[config.mk]
export PLATFORM = sky130hd
export DESIGN_NAME = timer_display_flat
export DESIGN_NICKNAME = d
export VERILOG_FILES = /design/src/rtl/timer_display_if.sv /design/src/rtl/timer_display.sv /design/src/flat_wrapper.sv
export SDC_FILE = /design/constraint.sdc
export NUM_CORES = 1
export LEC_CHECK = 0
export ABC_AREA = 1
export BUFFER_PORTS_ARGS = -buffer_cell sky130_fd_sc_hd__buf_2
export CAP_MARGIN = 20
export CORE_MARGIN = 2
export CORE_UTILIZATION = 50
export CTS_CLUSTER_DIAMETER = 60
export DETAILED_ROUTE_END_ITERATION = 10
export PLACE_DENSITY = 0.69
export SYNTH_ARGS = -nofsm -noshare
export SYNTH_HDL_FRONTEND = slang
export SYNTH_SLANG_ARGS = --single-unit
[constraint.sdc]
create_clock -name clk_in -period 4.67 [get_ports clk_in]
set_input_delay 0.934 -clock clk_in [delete_from_list [all_inputs] [get_ports clk_in]]
set_output_delay 0.934 -clock clk_in [all_outputs]
set_load 0.005 [all_outputs]
[src/rtl/timer_display_if.sv]
// Purpose: bundles the timer count input and the display/digit outputs of timer_display.
// Latency: none; this file only declares wires.
// Backpressure: none; digits_valid is a one-cycle strobe that consumers cannot stall.
// Ports: count_in (14b tenths count), seg_n/an_n (active-low LED drive),
//        digits_out (BCD M:SS.T), digits_valid (update strobe).
interface timer_display_if;
  logic [13:0] count_in;
  logic [7:0]  seg_n;
  logic [3:0]  an_n;
  logic [15:0] digits_out;
  logic        digits_valid;

  // master: the display block itself, which consumes the count and drives the outputs
  modport master (
    input  count_in,
    output seg_n,
    output an_n,
    output digits_out,
    output digits_valid
  );

  // slave: whoever supplies the count and watches the display/digits
  modport slave (
    output count_in,
    input  seg_n,
    input  an_n,
    input  digits_out,
    input  digits_valid
  );
endinterface

[src/rtl/timer_display.sv]
// Purpose: converts a 14-bit tenths count to BCD M:SS.T by repeated subtraction and scans it onto a 4-digit 7-seg.
// Latency: 1 + (m+1) + (ts+1) + (s+1) + 1 clocks from the sample edge to the digits_out update; overflow takes 2.
// Backpressure: none; the converter free-runs and pulses digits_valid after every conversion.
// Ports: clk_in, rst_n (async active-low), bus (timer_display_if.master):
//        count_in in, seg_n/an_n out (active low), digits_out {min,tsec,sec,tenths}, digits_valid strobe.
module timer_display #(
  parameter int MAX_COUNT = 5999,
  parameter int SCAN_DIV  = 50000
) (
  input  logic            clk_in,
  input  logic            rst_n,
  timer_display_if.master bus
);

  localparam int PSC_W = (SCAN_DIV > 1) ? $clog2(SCAN_DIV) : 1;

  typedef enum logic [2:0] {IDLE, MIN, TSEC, SEC, DONE} state_t;

  state_t      state;
  logic [13:0] work;
  logic [3:0]  min_d, tsec_d, sec_d, tenths_d;
  logic        ovf;

  // ---------------------------------------------------------------- converter
  always_ff @(posedge clk_in or negedge rst_n) begin
    if (!rst_n) begin
      state             <= IDLE;
      work              <= '0;
      min_d             <= '0;
      tsec_d            <= '0;
      sec_d             <= '0;
      tenths_d          <= '0;
      ovf               <= 1'b0;
      bus.digits_out    <= 16'h0000;
      bus.digits_valid  <= 1'b0;
    end else begin
      bus.digits_valid <= 1'b0;
      case (state)
        IDLE: begin
          work     <= bus.count_in;
          min_d    <= '0;
          tsec_d   <= '0;
          sec_d    <= '0;
          tenths_d <= '0;
          if (bus.count_in > 14'(MAX_COUNT)) begin
            ovf   <= 1'b1;
            state <= DONE;
          end else begin
            ovf   <= 1'b0;
            state <= MIN;
          end
        end
        // Each digit stage subtracts only while work >= weight, so work never wraps.
        MIN: begin
          if (work >= 14'd600) begin
            work  <= work - 14'd600;
            min_d <= min_d + 4'd1;
          end else begin
            state <= TSEC;
          end
        end
        TSEC: begin
          if (work >= 14'd100) begin
            work   <= work - 14'd100;
            tsec_d <= tsec_d + 4'd1;
          end else begin
            state <= SEC;
          end
        end
        SEC: begin
          if (work >= 14'd10) begin
            work  <= work - 14'd10;
            sec_d <= sec_d + 4'd1;
          end else begin
            tenths_d <= work[3:0];
            state    <= DONE;
          end
        end
        DONE: begin
          bus.digits_out   <= ovf ? 16'hFFFF : {min_d, tsec_d, sec_d, tenths_d};
          bus.digits_valid <= 1'b1;
          state            <= IDLE;
        end
        default: state <= IDLE;
      endcase
    end
  end

  // ---------------------------------------------------------------- display scan
  logic [PSC_W-1:0] presc;
  logic [1:0]       scan_idx;
  logic [1:0]       next_idx;
  logic [3:0]       sel_digit;
  logic             dp_n;

  function automatic logic [6:0] seg_code(input logic [3:0] d);
    case (d)
      4'd0:    seg_code = 7'h40;
      4'd1:    seg_code = 7'h79;
      4'd2:    seg_code = 7'h24;
      4'd3:    seg_code = 7'h30;
      4'd4:    seg_code = 7'h19;
      4'd5:    seg_code = 7'h12;
      4'd6:    seg_code = 7'h02;
      4'd7:    seg_code = 7'h78;
      4'd8:    seg_code = 7'h00;
      4'd9:    seg_code = 7'h10;
      default: seg_code = 7'h3F;  // non-decimal nibble: dash
    endcase
  endfunction

  always_comb begin
    next_idx  = scan_idx + 2'd1;
    sel_digit = 4'h0;
    case (next_idx)
      2'd0: sel_digit = bus.digits_out[3:0];
      2'd1: sel_digit = bus.digits_out[7:4];
      2'd2: sel_digit = bus.digits_out[11:8];
      2'd3: sel_digit = bus.digits_out[15:12];
      default: sel_digit = 4'h0;
    endcase
    // dp separates M:SS and SS.T; suppressed while the overflow pattern is shown
    dp_n = ~(((next_idx == 2'd3) || (next_idx == 2'd1)) && (bus.digits_out != 16'hFFFF));
  end

  always_ff @(posedge clk_in or negedge rst_n) begin
    if (!rst_n) begin
      presc     <= '0;
      scan_idx  <= 2'd0;
      bus.an_n  <= 4'b1111;
      bus.seg_n <= 8'hFF;
    end else if (presc == PSC_W'(SCAN_DIV - 1)) begin
      presc     <= '0;
      scan_idx  <= next_idx;
      bus.an_n  <= ~(4'b0001 << next_idx);
      bus.seg_n <= {dp_n, seg_code(sel_digit)};
    end else begin
      presc <= presc + 1'b1;
    end
  end

endmodule
[src/flat_wrapper.sv]
// flat-port wrapper written by rule: the top's interface ports become plain ports
module timer_display_flat 
#(
  parameter int MAX_COUNT = 5999,
  parameter int SCAN_DIV  = 50000
)
  (clk_in, rst_n, bus_count_in, bus_seg_n, bus_an_n, bus_digits_out, bus_digits_valid);
  timer_display_if bus_i ();
  input  logic clk_in;
  input  logic rst_n;
  input wire logic [$bits(bus_i.count_in)-1:0] bus_count_in;
  output wire logic [$bits(bus_i.seg_n)-1:0] bus_seg_n;
  output wire logic [$bits(bus_i.an_n)-1:0] bus_an_n;
  output wire logic [$bits(bus_i.digits_out)-1:0] bus_digits_out;
  output wire logic [$bits(bus_i.digits_valid)-1:0] bus_digits_valid;
  assign bus_i.count_in = bus_count_in;
  assign bus_seg_n = bus_i.seg_n;
  assign bus_an_n = bus_i.an_n;
  assign bus_digits_out = bus_i.digits_out;
  assign bus_digits_valid = bus_i.digits_valid;
  timer_display #(.MAX_COUNT(MAX_COUNT), .SCAN_DIV(SCAN_DIV)) u_core (.clk_in(clk_in), .rst_n(rst_n), .bus(bus_i));
endmodule
Word level (Yosys, flattened, before mapping)
Memory sizes are Yosys's and may differ from the RTL's. A register that Yosys moved wholly into a read port is not among the register bits.
Index checks and enable logic that the tools add are counted.
- add/sub/neg operators: 8
- $lt $le $gt $ge: 4
- eq/ne operators: 15
- shift-type cells: 1
- muxes and demuxes: 22
- bitwise operators: 2
- reduce and logical (&&, ||, !) cells: 15
- operators with widths (operator ; number):
    case mux 14 bit (4 select lines) ; 1
    two-way mux 14 bit ; 3
    two-way mux 16 bit ; 2
    case mux 4 bit (2 select lines) ; 4
    adder 16 x 1 -> 16 bit (second input constant) ; 1
    == test 16 bit (second input constant) ; 1
    two-way mux 4 bit ; 4
    != test 16 bit (second input constant) ; 1
    case mux 4 bit (4 select lines) ; 1
    >= comparator 14 x 10 -> 1 bit (second input constant) ; 1
    >= comparator 14 x 4 -> 1 bit (second input constant) ; 1
    >= comparator 14 x 7 -> 1 bit (second input constant) ; 1
    > comparator 14 x 13 -> 1 bit (second input constant) ; 1
    subtractor 14 x 10 -> 14 bit (second input constant) ; 1
    subtractor 14 x 4 -> 14 bit (second input constant) ; 1
    subtractor 14 x 7 -> 14 bit (second input constant) ; 1
    adder 4 x 1 -> 4 bit (second input constant) ; 3
    two-way mux 3 bit ; 4
    case mux 3 bit (4 select lines) ; 1
    AND reduction 2 bit ; 4
    == test 3 x 2 -> 1 bit (second input constant) ; 2
    != test 2 x 1 -> 1 bit (second input constant) ; 3
    != test 2 bit (second input constant) ; 3
    nonzero test 2 bit ; 3
    17 further kinds ; 19
- bits in registers: 81
- bits in read-only memories: 112
- bits of input ports: 16
- output and inout bits: 29
- word-level logic and storage cells: 81
- memories: 1
- memories (memory ; words ; width ; rd ports ; clocked after Yosys merged registers in ; write ports ; line ; RTL):
    (no name shown) ; 16 ; 7 ; 1 ; 1 ; 0 ; timer_display.sv:97 ; case (d)

Logic depth before layout (Yosys ltp)
- depth in word-level cells: 5
- mapped depth: 13
- mapped depth without buffers: 13

Worst setup path before layout
No wires, ideal clock.
- path type: reg-to-reg
- start point: register u_core.scan_idx[0]
- end point: register u_core.bus.seg_n[4]
- setup time: 0.061 ns
- arrival: 1.756 ns
- data required time: 4.609 ns
- slack: 2.853 ns
- cell stages (with the launch flop): 13
- buffers on the path: 0
- period minus slack after synthesis: 1.817 ns
- cells stage by stage: dfrtp_1 -> inv_1 -> ha_1 -> inv_1 -> o21ai_0 -> o22ai_1 -> inv_1 -> ha_1 -> inv_1 -> nand3_1 -> nand3_1 -> nand3_1 -> nand2_1
- word-level cells in the longest chain between the ends: 3
- elaborated cells on any way between the ends: 6
- those cells by class: 1 x add/sub; 3 x eq/ne; 1 x mux; 1 x reduce/logical
- RTL lines (element ; line ; RTL):
    from (decl) ; timer_display.sv:91 ; logic [1:0] scan_idx;
    from (signal assigned) ; timer_display.sv:134 ; scan_idx <= next_idx;
    adder 2 x 1 -> 2 bit * ; timer_display.sv:113 ; next_idx = scan_idx + 2'd1;
    via u_core.next_idx[0] ; timer_display.sv:92 ; logic [1:0] next_idx;
    == test 2 bit, or another cell as far along ; timer_display.sv:115 ; case (next_idx)
    case mux 4 bit (4 select lines) * ; timer_display.sv:115 ;
    to (decl) ; timer_display_if.sv:16 ; output seg_n,
Mark *: on every way through the listed nets, which the timed path passes. The rest lies on a longest branch.
A chain may end at the register's enable or synchronous reset.

Worst setup path after layout
- start point: register u_core.state[2]
- end point: register u_core.work[9]
- word-level cells in the longest chain between the ends: 3
- elaborated cells on any way between the ends: 10
- those cells by class: 6 x eq/ne; 1 x mux; 3 x reduce/logical
- RTL lines (element ; line ; RTL):
    from (decl) ; timer_display.sv:19 ; state_t state;
    from (signal assigned) ; timer_display.sv:27 ; state <= IDLE;
    from (signal assigned) ; timer_display.sv:47 ; state <= DONE;
    from (signal assigned) ; timer_display.sv:50 ; state <= MIN;
    == test 3 x 1 -> 1 bit, or another cell as far along ; timer_display.sv:38 ; case (state)
    nonzero test 4 bit (no source line) / != test 2 x 1 -> 1 bit (equally long branches) ; -- ;
    AND reduction 4 bit (no source line) ; -- ;
    to (signal assigned) ; timer_display.sv:40 ; work <= bus.count_in;
    to (signal assigned) ; timer_display.sv:56 ; work <= work - 14'd600;
    to (signal assigned) ; timer_display.sv:64 ; work <= work - 14'd100;
    to (decl) ; timer_display.sv:20 ; logic [13:0] work;
Several ways; a longest one is shown, not always the timed one.

==> reports/qor.yml <==
status:
  run_status: "finished clean"
clock_tree:
  cts.sinks: 81
  numCtsBuffers: 9
  clk_pin_slew_ps: 90
  post_cts_buffers: 0
  insertion_delay_ps: 360
  cts-root-buf: "clkbuf_8"
  holdBufCountCts: 0
  htree_num_levels: 3
  cts_resized: 0
  cts_max_path_buffers: 2
  cts_tree: "built"
synthesis:
  syn_area_mm2: 0.00526
  ys_warn_count: 0
  synth_edf_count: 0
  async_reset_ff_frac: 1.00
  synth_ff_type: "dfrtp_1"
  synth.distinct_cells: 42
  yosys_register_bits: 81
  syn_inst: 705
  syn_avg_cell_area_um2: 7.45
  synth_fp_nets: 745
  yosysSeqAreaShare: 0.389
worst_setup_path:
  worstSetupPathType: "reg2reg"
  start_kind: "register"
  crit_path_start: "u_core.state[2]"
  cp_data_required_time_ps: 4910
  critPathCaptureType: "register"
  reg2reg_setup_slack_ps: 2400
  crit_fanout: 17
  r2r_start: "u_core.state[2]"
  endpoint: "u_core.work[9]"
  r2r-end: "u_core.work[9]"
  rr_worst_depth: 8
  cp_data_arrival_time_ps: 2500
sta:
  slew_viol_final: 0
  max_freq_mhz: 441
  grt_setup_unrepaired: "no"
  period_needed_ps: 2270
  fin_skew_ps: 14.6
  finalSetupTns_ps: 0
  tightest_slew_ps: 752
  slew_headroom: 0.498
  fin_ws_ps: 2400
  period_share: 0.485
  setup_viol: 0
  finalHoldViolCount: 0
power_and_ir_drop:
  ir_drop_mv: 0.336
  p_leak_uw: 0.00294
  power_uw: 3210
  power_density_mw_per_mm2: 559
final_layout:
  final_common_cell: "nand2_1"
  drive_gt1_frac: 0.152
  area_growth_pct: 9.36
  antenna_cells: 0
  fillers: 1030
  final_cell_mix: "nand2_1 (177), nand3_1 (92), inv_1 (76)"
  layout.nets: 784
global_route:
  grt_max_degree: 51
  grt_util_all_layers: 0.243
  first_global_vias: 4691
  antenna_found_initial: 0
  grt_pass1_wl_um: 22100
  grt_overflow: 0
route:
  first_pass_iters: 5
  drtIter0Drc: 333
  via_per_inst: 5.56
  final_antenna_net_count: 0
  vias: 4919
  wirelength_um: 13000
  detail_route.wl_per_cell_um: 14.7
  post-route-drc-count: 0
placed_design:
  gp_congestion: 0.931
  numPortBuffers: 44
  place_ws_ps: 2470
  hpwlAfterDp_um: 9740
run:
  cap_viol_max_count: 0
min_path:
  hold_depth: 2
  worst_hold_path_type: "reg2reg"
floorplan:
  die_w_um: 107
  start_util: 0.511
  die_area_mm2: 0.0113
  coreArea_mm2: 0.0103
  rows: 37
  fp.dieH_um: 107
  pin_count: 45
worst min-delay path by stage:
stage	slack, ps	end	from
final	470	u_core.bus.seg_n[6]	u_core.bus.seg_n[6]
after global placement	450	u_core.presc[0]	u_core.presc[0]
after floorplan	430	u_core.presc[0]	u_core.presc[0]
after global routing	490	u_core.bus.seg_n[6]	u_core.bus.seg_n[6]
after CTS	480	u_core.bus.seg_n[6]	u_core.bus.seg_n[6]
after detailed placement	460	u_core.bus.seg_n[6]	u_core.bus.seg_n[6]
final cells by class:
type / instances / area, µm² / area share
repair buffers: 46 / 238 / 0.0414
flip-flops and latches: 81 / 2040 / 0.355
clock buffers: 9 / 124 / 0.0216
well taps: 136 / 170 / 0.0296
clock inverters: 7 / 76.3 / 0.0133
multi-input cells: 518 / 2760 / 0.481
inverters: 88 / 333 / 0.0579
state kept, by name, summed over array words and instances, names as in the netlist:
name and cells:
u_core.tsec_d 4, u_core.bus.seg_n 8, u_core.work 14, u_core.tenths_d 4
u_core.min_d 4, u_core.bus.digits_out 16, u_core.scan_idx 2, u_core.bus.an_n 4
u_core.bus.digits_valid 1, u_core.presc 16, u_core.ovf 1, u_core.sec_d 4
u_core.state 3
cells in the mapped netlist, types with 2 or more instances:
cell | instances | area share
nand2_1 | 177 | 0.13
nand3_1 | 92 | 0.088
inv_1 | 76 | 0.054
dfrtp_1 | 69 | 0.33
o21ai_0 | 59 | 0.056
nor2_1 | 47 | 0.034
ha_1 | 24 | 0.057
nand4_1 | 20 | 0.024
a21oi_1 | 13 | 0.012
dfstp_2 | 12 | 0.060
xor2_1 | 11 | 0.018
o21ai_1 | 10 | 0.0095
inv_2 | 9 | 0.0064
nor4_1 | 8 | 0.0095
clkbuf_1 | 7 | 0.0050
nor2_4 | 7 | 0.015
nor3_1 | 7 | 0.0067
o22ai_1 | 7 | 0.0083
nand2_2 | 6 | 0.0071
nor2_2 | 5 | 0.0060
buf_4 | 4 | 0.0057
buf_6 | 4 | 0.0086
nand2_4 | 4 | 0.0086
buf_2 | 3 | 0.0029
o21bai_1 | 3 | 0.0043
clkinv_1 | 2 | 0.0014
nor2_8 | 2 | 0.0076
o2111ai_1 | 2 | 0.0033
o21a_1 | 2 | 0.0029
routing by layer:
metal | track usage | wire, µm
met2 | 0.405 | 6330
met4 | 0.0900 | 272
met5 | 0 | 0
met1 | 0.319 | 5670
met3 | 0.0386 | 746
worst max-delay path, stage by stage (launching register included):
cell,delay (ps)
dfrtp_1,430
inv_1,110
nand2_1,70
nor2_2,580
nand4_1,200
nand2_1,450
nor2_4,150
nand2_1,100
nand2_1,50
through the flow:
| step | std cells | utilization | cell area, µm² | hold WS, ps |
|---|---|---|---|---|
| floorplan | 705 | - | 5260 | 433 |
| global placement | 869 | 0.540 | 5550 | 449 |
| detailed placement | 869 | 0.540 | 5550 | 463 |
| CTS | 885 | 0.559 | 5750 | 478 |
| global route | 885 | 0.559 | 5750 | 493 |
| finish | 885 | 0.559 | 5750 | 471 |
power breakdown:
| part | total (µW) | switching (µW) | internal (µW) | leakage, µW |
|---|---|---|---|---|
| Clock | 532 | 281 | 251 | 0.0000962 |
| Combinational | 1540 | 1040 | 503 | 0.00183 |
| Sequential | 1140 | 268 | 870 | 0.00101 |
kinds of logic after synthesis:
kind of cell / after synthesis / share of synthesized area
AO/OA/AOI/OAI: 100 / 0.103
AND/OR/NAND/NOR: 382 / 0.346
buffers and inverters: 106 / 0.0855
flip-flops: 81 / 0.389
adder cells (fa/ha/maj): 24 / 0.0571
XOR/XNOR: 12 / 0.0200
(Power assumes the default switching activity.)
